## src/rtl/ose_quad_pkg.sv

```systemverilog
// ose_quad_pkg: shared types for the quadrature decoder.
//   qstate_t  : Gray-coded {a,b} phase state. Up order is S00->S10->S11->S01.
//   MODE_*    : resolution select encodings for the 'mode' port.
//   q_next_up : successor of a state in the up direction.
package ose_quad_pkg;

  typedef enum logic [1:0] {
    S00 = 2'b00,
    S01 = 2'b01,
    S10 = 2'b10,
    S11 = 2'b11
  } qstate_t;

  localparam logic [1:0] MODE_X1  = 2'b00;
  localparam logic [1:0] MODE_X2  = 2'b01;
  localparam logic [1:0] MODE_X4  = 2'b10;
  localparam logic [1:0] MODE_X4B = 2'b11;

  function automatic qstate_t q_next_up(input qstate_t s);
    case (s)
      S00:     return S10;
      S10:     return S11;
      S11:     return S01;
      default: return S00;
    endcase
  endfunction

endpackage

```

## src/rtl/ose_quad_chan.sv

```systemverilog
// ose_quad_chan: one quadrature channel (synchroniser, glitch filter,
// Gray-state FSM, position counter).
// Ports: clk, rst (sync, active high), a/b (async phase inputs),
//   mode (resolution), clr (sync clear of pos/err), step/up/dirch/pos/err.
// Build option: OSE_QUAD_ERR_EN enables the sticky illegal-transition flag.
module ose_quad_chan
  import ose_quad_pkg::*;
#(
  parameter int CNT_W    = 16,
  parameter int FILT_LEN = 4
) (
  input  logic             clk,
  input  logic             rst,
  input  logic             a,
  input  logic             b,
  input  logic [1:0]       mode,
  input  logic             clr,
  output logic             step,
  output logic             up,
  output logic             dirch,
  output logic [CNT_W-1:0] pos,
  output logic             err
);

  localparam logic [7:0]       FMAX = 8'(FILT_LEN - 1);
  localparam logic [CNT_W-1:0] ONE  = CNT_W'(1);

  logic [1:0]      s1, s2, acc;
  logic [1:0][7:0] fcnt;

  // Each bit filtered separately: accept only after FILT_LEN consecutive
  // cycles of disagreement; any agreement restarts the count.
  always_ff @(posedge clk) begin
    if (rst) begin
      s1   <= '0;
      s2   <= '0;
      acc  <= '0;
      fcnt <= '0;
    end else begin
      s1 <= {a, b};
      s2 <= s1;
      for (int i = 0; i < 2; i++) begin
        if (s2[i] != acc[i]) begin
          if (fcnt[i] == FMAX) begin
            acc[i]  <= s2[i];
            fcnt[i] <= '0;
          end else begin
            fcnt[i] <= fcnt[i] + 8'd1;
          end
        end else begin
          fcnt[i] <= '0;
        end
      end
    end
  end

  // FSM state follows the accepted pair one cycle later; the transition
  // (state_q -> state_d) decides counting.
  qstate_t state_q, state_d;
  logic    is_up, is_dn, cnt;

  always_ff @(posedge clk) begin
    if (rst) state_q <= S00;
    else     state_q <= state_d;
  end

  always_comb begin
    state_d = qstate_t'(acc);
    is_up   = (state_d == q_next_up(state_q));
    is_dn   = (state_q == q_next_up(state_d));
    cnt     = 1'b0;
    case (mode)
      MODE_X1: cnt = (is_up && state_q == S01) || (is_dn && state_q == S00);
      MODE_X2: cnt = (is_up || is_dn) && (state_q[1] != state_d[1]);
      default: cnt = is_up || is_dn;
    endcase
  end

  // 'have' marks that a step was counted since reset/clr, so the first
  // step never reports a direction change.
  logic have;

  always_ff @(posedge clk) begin
    if (rst) begin
      step  <= 1'b0;
      dirch <= 1'b0;
      up    <= 1'b1;
      pos   <= '0;
      have  <= 1'b0;
    end else begin
      step  <= 1'b0;
      dirch <= 1'b0;
      if (clr) begin
        pos  <= '0;
        have <= 1'b0;
      end else if (cnt) begin
        step  <= 1'b1;
        up    <= is_up;
        dirch <= have && (is_up != up);
        have  <= 1'b1;
        pos   <= is_up ? pos + ONE : pos - ONE;
      end
    end
  end

`ifdef OSE_QUAD_ERR_EN
  logic dbl, err_q;
  assign dbl = (state_q[1] != state_d[1]) && (state_q[0] != state_d[0]);

  always_ff @(posedge clk) begin
    if (rst || clr) err_q <= 1'b0;
    else if (dbl)   err_q <= 1'b1;
  end
  assign err = err_q;
`else
  // Double changes simply resync the FSM (state_d) without counting.
  assign err = 1'b0;
`endif

endmodule

```

## src/rtl/ose_quad_decoder.sv

```systemverilog
// ose_quad_decoder: NCH independent quadrature decoders.
// Ports: clk, rst (sync, active high), a/b[NCH] phase inputs, mode
//   (00=x1, 01=x2, 1x=x4), clr[NCH], step/up/dirch/err[NCH],
//   pos[NCH*CNT_W] with channel i at [i*CNT_W +: CNT_W].
// Build option: OSE_QUAD_ERR_EN enables the sticky err flag per channel.
module ose_quad_decoder
  import ose_quad_pkg::*;
#(
  parameter int NCH      = 2,
  parameter int CNT_W    = 16,
  parameter int FILT_LEN = 4
) (
  input  logic                 clk,
  input  logic                 rst,
  input  logic [NCH-1:0]       a,
  input  logic [NCH-1:0]       b,
  input  logic [1:0]           mode,
  input  logic [NCH-1:0]       clr,
  output logic [NCH-1:0]       step,
  output logic [NCH-1:0]       up,
  output logic [NCH-1:0]       dirch,
  output logic [NCH*CNT_W-1:0] pos,
  output logic [NCH-1:0]       err
);

  for (genvar i = 0; i < NCH; i++) begin : g_ch
    ose_quad_chan #(
      .CNT_W   (CNT_W),
      .FILT_LEN(FILT_LEN)
    ) u_chan (
      .clk  (clk),
      .rst  (rst),
      .a    (a[i]),
      .b    (b[i]),
      .mode (mode),
      .clr  (clr[i]),
      .step (step[i]),
      .up   (up[i]),
      .dirch(dirch[i]),
      .pos  (pos[i*CNT_W +: CNT_W]),
      .err  (err[i])
    );
  end

endmodule

```

## config.mk

```make
export PLATFORM = sky130hd
export DESIGN_NAME = ose_quad_decoder
export DESIGN_NICKNAME = d
export VERILOG_FILES = /design/src/rtl/ose_quad_pkg.sv /design/src/rtl/ose_quad_chan.sv /design/src/rtl/ose_quad_decoder.sv
export SDC_FILE = /design/constraint.sdc
export NUM_CORES = 1
export LEC_CHECK = 0
export ABC_AREA = 1
export CORE_MARGIN = 10
export CORE_UTILIZATION = 62
export CTS_CLUSTER_DIAMETER = 60
export CTS_CLUSTER_SIZE = 16
export DETAILED_ROUTE_END_ITERATION = 10
export HOLD_SLACK_MARGIN = 0.15
export PLACE_DENSITY = 0.87
export SYNTH_ARGS = -nofsm -noshare
export SYNTH_HDL_FRONTEND = slang
export SYNTH_SLANG_ARGS = --single-unit
```

## constraint.sdc

```tcl
create_clock -name clk -period 4.8 [get_ports clk]
set_input_delay 0.72 -clock clk [delete_from_list [all_inputs] [get_ports clk]]
set_output_delay 0.72 -clock clk [all_outputs]
set_load 0.01 [all_outputs]
```

# == Word-level counts from Yosys, hierarchy flattened ==
# Cells that the tools add are included.
# Widths: inputs -> output; s select.
# word_totals
regBits,88
in_bits,10
out_inout_bits,40
wordCells,108
# classes
addsub,8
n_eq_ne,27
mux,10
n_bitwise,8
reduce_logical,31
# ops
operator,count
$add 16x1->16 const B,2
$add 8x1->8 const B,4
$eq 8x2->1 const B,4
$mux 16,2
$sub 16x1->16 const B,2
$pmux 2 s3,4
$reduce_or 3->1,6
$eq 2x2->1 const B,8
$reduce_and 2->1,6
$logic_not 2->1,5
$eq 2x2->1,4
$logic_and 1x1->1,8
$ne 1x1->1,8
$not 1->1,8
$eq 2x1->1 const B,3
$logic_or 1x1->1,4
$pmux 1 s2,2
$reduce_or 2->1,2
$mux 1,2

# == Longest topological paths before layout ==
# Gate-level depths: netlist of the first run.
# depth
depth_word,8
ltp_mapped,16
depth_no_buf,16

# == Modules after synthesis ==
# From an unflattened synthesis of the first run, not the netlist that was laid out.
# unflattened
cells_unflattened,760
hier_area_um2,5142.4
# modules_own_cells
mod,n_inst,cells_per_inst,area_per_inst_um2,seq_area_each_um2
ose_quad_chan,2,380,2571.2,880.8

# == Worst setup path before layout of the first run ==
# OpenSTA, ideal clock, no wires.
# synth_path
path_type,register to register
startpoint,reg g_ch[0].u_chan.acc[1]
endpoint,reg g_ch[0].u_chan.pos[12]
setup_time_ns,0.109
arrival_time_ns,2.287
t_required_ns,4.691
slack_ns,2.404
path_stages_with_launch,15
path_buffers,0
period_less_slack_ns,2.396
cell_sequence,dfxtp_1 -> inv_2 -> nand2_1 -> nand2_2 -> nand2_1 -> inv_1 -> fa_1 -> o21ai_0 -> nand2_1 -> nand2_1 -> nand2_1 -> nand3_1 -> nand3_1 -> nand2_1 -> inv_1
# synth_between
word_cells_on_any_way,14
classes_between,eq/ne (5); mux (3); reduce/logical (6)
# synth_rtl
item,line,text
"start, declared",ose_quad_chan.sv:28,"logic [1:0] s1, s2, acc;"
"start signal, assigned by index",ose_quad_chan.sv:45,acc[i] <= s2[i];
$eq 2x2->1 (*),ose_quad_chan.sv:69,is_up = (state_d == q_next_up(state_q));
via g_ch[0].u_chan.is_up,ose_quad_chan.sv:60,"logic is_up, is_dn, cnt;"
$logic_or 1x1->1 or $logic_and 1x1->1 (tied branches),"ose_quad_chan.sv:74, ose_quad_chan.sv:75, ose_quad_chan.sv:73",
$logic_and 1x1->1 or $logic_or 1x1->1 (tied branches),"ose_quad_chan.sv:74, ose_quad_chan.sv:73",
$pmux 1 s2,ose_quad_chan.sv:72,case (mode)
"end signal, assigned",ose_quad_chan.sv:101,pos <= is_up ? pos + ONE : pos - ONE;
"end, declared",ose_quad_chan.sv:21,"output logic [CNT_W-1:0] pos,"
# The timed path passes the listed nets; every way through them passes the cells marked *.
# A chain may end at the register's enable or synchronous reset.

# == Worst setup path in the final report of the first run ==
# Same ends and word-level chain as after synthesis.

==> reports/metrics.cfg, run 1 <==
[die]
die_h_um = 111.1
core_region_area_um2 = 8134
die-area_um2 = 12340
start_util = 0.6327
dieWidth_um = 111.1
ios = 50
fp-row-count = 33

[timing]
relSlewSlack = 0.2633
period_minus_slack_ns = 2.932
whs_ns = 0.4115
fin_ws_ns = 1.868
rsz0062_at_grt = no
finalHoldViolCount = 0
period_share = 0.6108
drv_slew = 0
setup-violations-final = 0
finClkSkew_ns = 0.01338
fmax_mhz = 341.1
fin_setup_tns_ns = 0
worstMarginPinSlew_ns = 1.101

[synthesis]
synthSimpleGateAreaFrac = 0.2762
synth_top_family_by_area = simple AND/OR/NAND/NOR gates
ys_ff_latch = 88
synth_top_area_cell = dfxtp_1
synth.distinct_cells = 35
yosysTopAreaCellShare = 0.3423
synthTopCellsByArea = dfxtp_1 (34%), nand2_1 (12%), inv_1 (9.0%), ha_1 (8.8%), a21oi_1 (6.9%)
ys_async_sr_fraction = 0
ys.flop_type = dfxtp_1
syn_area_um2 = 5146
synth.avg_cell_area_um2 = 6.852
synth_compound_area_frac = 0.1306
synthCells = 751
synth_fa_ha_area_frac = 0.09531
synth_seq_area_share = 0.3423
synth_xor_area_frac = 0.03574
synthMuxAreaShare = 0
yosys_warnings = 0
synth_edf_count = 0

[placement]
dpl.hpwl_mm = 8.603
place_inst = 886
place_congestion = 0.9587
place_ws_ns = 1.895
portBuffers = 47

[layout]
drive_gt1_frac = 0.03769
num_antenna_cells = 0
syn_to_final_growth_pct = 13.42
mostFrequentLayoutCells = nand2_1 (162), inv_1 (124), dfxtp_1 (88)
fillers = 652
multi_input_area_um2 = 2775
fin_nets = 840
fin_cells = 901
final_common_cell = nand2_1
seqCellArea_um2 = 1762

[global_route]
antenna_found_initial = 0
grt.overflow.total = 0
grt_usage = 0.1795
first_global_vias = 4589
grt_pass1_wl_mm = 19.53
grt_max_degree = 33

[power]
total_power_mw = 1.337
switchingPower_mw = 0.2972
ir_drop_v = 0.0001884
power_density_nw_per_um2 = 229.1
power_frac_clock = 0.426
intPower_mw = 1.040
power_switching_share = 0.2223
seq_power_share = 0.550
pwr-share-comb = 0.023
cellLeakagePower_nw = 2.789

[drt]
num_vias = 4809
routed_wl_mm = 11.49
drt-pass1-iter-count = 5
viasPerCell = 5.337
first_iter_violations = 232
postRouteAntennaNets = 0
wl_per_cell_um = 12.75
drc = 0

[clocking]
ctsResizeCount = 0
clk_pin_slew_ns = 0.09
cts.sinks = 88
cts_tree = done
numCtsBuffers = 9
ctsHoldBuffers = 0
post-cts-setup-buffers = 0
h-tree-depth = 3
clock_latency_ns = 0.36
cts.path.max_buffers = 2
cts-root-buf = clkbuf_8

[min_path]
hold_path.class = flop to flop

[setup_path]
crit_type = flop to flop
critPathCaptureType = flop
crit_slowest_cell = nand2_1
critPathBufInv = 3
setup.worst_path.start_class = flop
crit_required_ns = 5.07
crit_family = simple AND/OR/NAND/NOR gates
worstPathCellList = inv_2 > nand2_1 > nand2_2 > nand2_1 > inv_1 > fa_1 > o21ai_0 > nand2_1 > nand2_1 > nand2_1 > nand3_1 > nand3_1 > nand2_1 > inv_1
critical_path.max_fanout = 20
crit_top_cell = nand2_1
critPathMaxStageDelay_ns = 0.58
arrival_ns = 3.20

[flow_run]
cap_violations = 0

[status]
status = completed

-- worst paths after layout --
| kind | from | to | slack, ns | depth (start not counted) |
|---|---|---|---|---|
| worst min-delay path | g_ch[1].u_chan.s1[1]$_SDFF_PP0_ | g_ch[1].u_chan.s2[1]$_SDFF_PP0_ | 0.41 | 2 |
| worst max register to register | g_ch[0].u_chan.acc[1]$_SDFFE_PP0P_ | g_ch[0].u_chan.pos[12]$_SDFFE_PP0P_ | 1.87 | 14 |
| worst min register to register | g_ch[1].u_chan.s1[1]$_SDFF_PP0_ | g_ch[1].u_chan.s2[1]$_SDFF_PP0_ | 0.41 | 2 |
| worst max-delay path | g_ch[0].u_chan.acc[1]$_SDFFE_PP0P_ | g_ch[0].u_chan.pos[12]$_SDFFE_PP0P_ | 1.87 | 14 |
-- worst min-delay path, stage by stage (launching register included) --
cell     delay, ns
dfxtp_1       0.31
inv_1         0.04
nor2_1        0.03
-- sequential cells by signal (all words and copies together), names as in the netlist --
register / count
g_ch.u_chan.state_q: 4
g_ch.u_chan.have: 2
g_ch.u_chan.acc: 4
g_ch.u_chan.s1: 4
g_ch.u_chan.fcnt: 32
g_ch.u_chan.up: 2
g_ch.u_chan.step: 2
g_ch.u_chan.s2: 4
g_ch.u_chan.dirch: 2
g_ch.u_chan.pos: 32
-- through the flow --
stage	util	cell area [µm²]
2_1_floorplan	-	5150
3_3_place_gp	0.6908	5619
3_5_place_dp	0.6908	5619
5_1_grt	0.7176	5837
4_1_cts	0.7176	5837
6_report	0.7176	5837
-- cells in the mapped netlist, types with 10 or more instances --
cell / instances
nand2_1: 162
inv_1: 124
dfxtp_1: 88
a21oi_1: 71
nor2_1: 64
nand3_1: 41
o21ai_0: 39
ha_1: 36
nor3_1: 22
xnor2_1: 15
buf_4: 11
nand4_1: 10
-- kinds of logic after synthesis --
group | count (synthesis)
AO/OA/AOI/OAI | 128
AND/OR/NAND/NOR | 329
buffers and inverters | 146
flip-flops | 88
XOR/XNOR | 21
adder cells (fa/ha/maj) | 38
other | 1
-- layout make-up --
| cell class | count | share of cell area |
|---|---|---|
| repair buffers | 47 | 0.08060 |
| inverters | 128 | 0.08232 |
| clock buffers | 9 | 0.02122 |
| well taps | 105 | 0.02251 |
| flip-flops and latches | 88 | 0.3018 |
| multi-input cells | 518 | 0.4755 |
| clock inverters | 6 | 0.01608 |
-- metal layers --
metal  vias to the layer above  wire (µm)  global-route usage
li1                       2488          -                   -
met1                      2185       4802              0.1897
met2                       112       5770              0.3290
met3                        24        686             0.05249
met4                         0        231             0.06427
met5                         -          0                   0
-- power by group through the flow --
stage                     Sequential, mW  Combinational [mW]  Clock (mW)
after floorplan                    0.753              0.0189           0
after global placement             0.753              0.0299           0
after detailed placement           0.753              0.0304           0
after CTS                          0.736              0.0306       0.578
after global routing               0.737              0.0346       0.607
final                              0.736              0.0311       0.570
No activity file was read; power rests on OpenSTA's default activity.
==> run 2: changes to the inputs <==
--- a/config.mk
+++ b/config.mk
@@ -7,12 +7,12 @@
 export LEC_CHECK = 0
 export ABC_AREA = 1
 export CORE_MARGIN = 10
-export CORE_UTILIZATION = 62
+export CORE_UTILIZATION = 58
 export CTS_CLUSTER_DIAMETER = 60
 export CTS_CLUSTER_SIZE = 16
 export DETAILED_ROUTE_END_ITERATION = 10
 export HOLD_SLACK_MARGIN = 0.15
-export PLACE_DENSITY = 0.87
+export PLACE_DENSITY = 0.82
 export SYNTH_ARGS = -nofsm -noshare
 export SYNTH_HDL_FRONTEND = slang
 export SYNTH_SLANG_ARGS = --single-unit
==> constraint.sdc (replaced) <==
create_clock -name clk -period 2.9 [get_ports clk]
set_input_delay 0.435 -clock clk [delete_from_list [all_inputs] [get_ports clk]]
set_output_delay 0.435 -clock clk [all_outputs]
set_load 0.01 [all_outputs]
==> reports/metrics.cfg, run 2 (synthesized netlist as in run 1, its figures left out) <==
[die]
core_region_area_um2 = 8678
dieWidth_um = 114.2
die-area_um2 = 13040
die_h_um = 114.2
ios = 50
start_util = 0.5930
fp-row-count = 34

[setup_path]
critical_path.max_fanout = 19
crit_required_ns = 3.18
crit_slowest_cell = dfxtp_1
worstPathCellList = inv_2 > nand2_1 > nand2_2 > nand2_1 > buf_4 > ha_1 > a21oi_1 > o21ai_0 > nand2_1 > nand2_1 > nand2_1 > nand2_1 > nand2_1 > nand3_1 > nand2_1 > inv_1
setup.worst_path.start_class = flop
arrival_ns = 2.65
critPathCaptureType = flop
crit_type = flop to flop
critPathMaxStageDelay_ns = 0.43
crit_top_cell = nand2_1

[clocking]
h-tree-depth = 3
cts.path.max_buffers = 2
clock_latency_ns = 0.36
cts.sinks = 88
clk_pin_slew_ns = 0.10
cts-root-buf = clkbuf_8
post-cts-setup-buffers = 0
ctsResizeCount = 0
numCtsBuffers = 9
ctsHoldBuffers = 0
cts_tree = done

[layout]
final_common_cell = nand2_1
drive_gt1_frac = 0.04608
fin_nets = 846
post-route-util = 0.6773
mostFrequentLayoutCells = nand2_1 (162), inv_1 (124), dfxtp_1 (88)
num_antenna_cells = 0
largestRegisters = g_ch.u_chan.fcnt: 32 flops, g_ch.u_chan.pos: 32 flops
syn_to_final_growth_pct = 14.22

[global_route]
grt.overflow.total = 0
grt_pass1_wl_mm = 19.49
grt_max_degree = 33
grt_usage = 0.1738
first_global_vias = 4697
antenna_found_initial = 0

[placement]
place_ws_ns = 0.5698
place_congestion = 0.9447
portBuffers = 47
dpl.hpwl_mm = 8.641

[timing]
period_minus_slack_ns = 2.372
drv_slew = 0
finalHoldViolCount = 0
worstMarginPinSlew_ns = 0.6451
relSlewSlack = 0.5680
finClkSkew_ns = 0.01019
fin_setup_tns_ns = 0
setup-violations-final = 0
period_share = 0.8178
fin_ws_ns = 0.5284
fmax_mhz = 421.7
rsz0062_at_grt = no

[flow_run]
cap_violations = 0

[drt]
routed_wl_mm = 11.17
drt-pass1-iter-count = 4
postRouteAntennaNets = 0
drc = 0
viasPerCell = 5.251
wl_per_cell_um = 12.26
first_iter_violations = 195
num_vias = 4784

[power]
power_density_nw_per_um2 = 372.3
ir_drop_v = 0.0002720
cellLeakagePower_nw = 2.816

[min_path]
hold_path.class = flop to flop

[status]
status = completed

## run 2: cell count changes in the layout (fill, tap and decap cells not counted), sizes merged
cell / before / now
buf: 0 / 6
bufinv: 2 / 1
clkinv: 2 / 1
inv: 129 / 132
## run 2: cell type report
class                           instances  area, µm²
Fill cell                             772       2800
Multi-Input combinational cell        518       2775
Sequential cell                        88       1762
Timing Repair Buffer                   53      515.5
Inverter                              128      480.5
Tap cell                              108      135.1
Clock buffer                            9      123.9
Clock inverter                          7      86.33
## run 2: routing by layer
layer  share of wire  vias to the layer above  GRT usage
met3           0.059                       25    0.03878
met4           0.022                        0    0.07268
li1                -                     2501          -
met5               0                        -          0
met1            0.44                     2152     0.1911
met2            0.48                      106     0.3136
## run 2: power by group
part / internal, mW / switching (mW) / total (mW)
Clock: 0.418 / 0.497 / 0.915
Sequential: 1.21 / 0.00382 / 1.22
Combinational: 0.0227 / 0.0318 / 0.0545
## run 2: worst max-delay path, delay by kind of cell (launching register included)
kind / cells / cell delay, ns
buffers and inverters: 3 / 0.37
AND/OR/NAND/NOR: 10 / 0.81
adder cells (fa/ha/maj): 1 / 0.30
flip-flops: 1 / 0.43
AO/OA/AOI/OAI: 2 / 0.38
## run 2: stage by stage
stage	std cells	hold slack (ns)	power [mW]	instance area [µm²]
floorplan	752	0.3883	1.277	5150
global placement	895	0.3943	1.299	5668
detailed placement	895	0.3964	1.301	5668
CTS	911	0.4096	2.202	5878
global route	911	0.4280	2.255	5878
finish	911	0.4072	2.188	5878
## run 2: final timing paths
check / slack (ns) / end / start / cells past startpoint
max: 0.53 / g_ch[0].u_chan.pos[10]$_SDFFE_PP0P_ / g_ch[0].u_chan.acc[1]$_SDFFE_PP0P_ / 16
min: 0.41 / g_ch[1].u_chan.s2[1]$_SDFF_PP0_ / g_ch[1].u_chan.s1[1]$_SDFF_PP0_ / 2
max reg2reg: 0.53 / g_ch[0].u_chan.pos[10]$_SDFFE_PP0P_ / g_ch[0].u_chan.acc[1]$_SDFFE_PP0P_ / 16
min reg2reg: 0.41 / g_ch[1].u_chan.s2[1]$_SDFF_PP0_ / g_ch[1].u_chan.s1[1]$_SDFF_PP0_ / 2
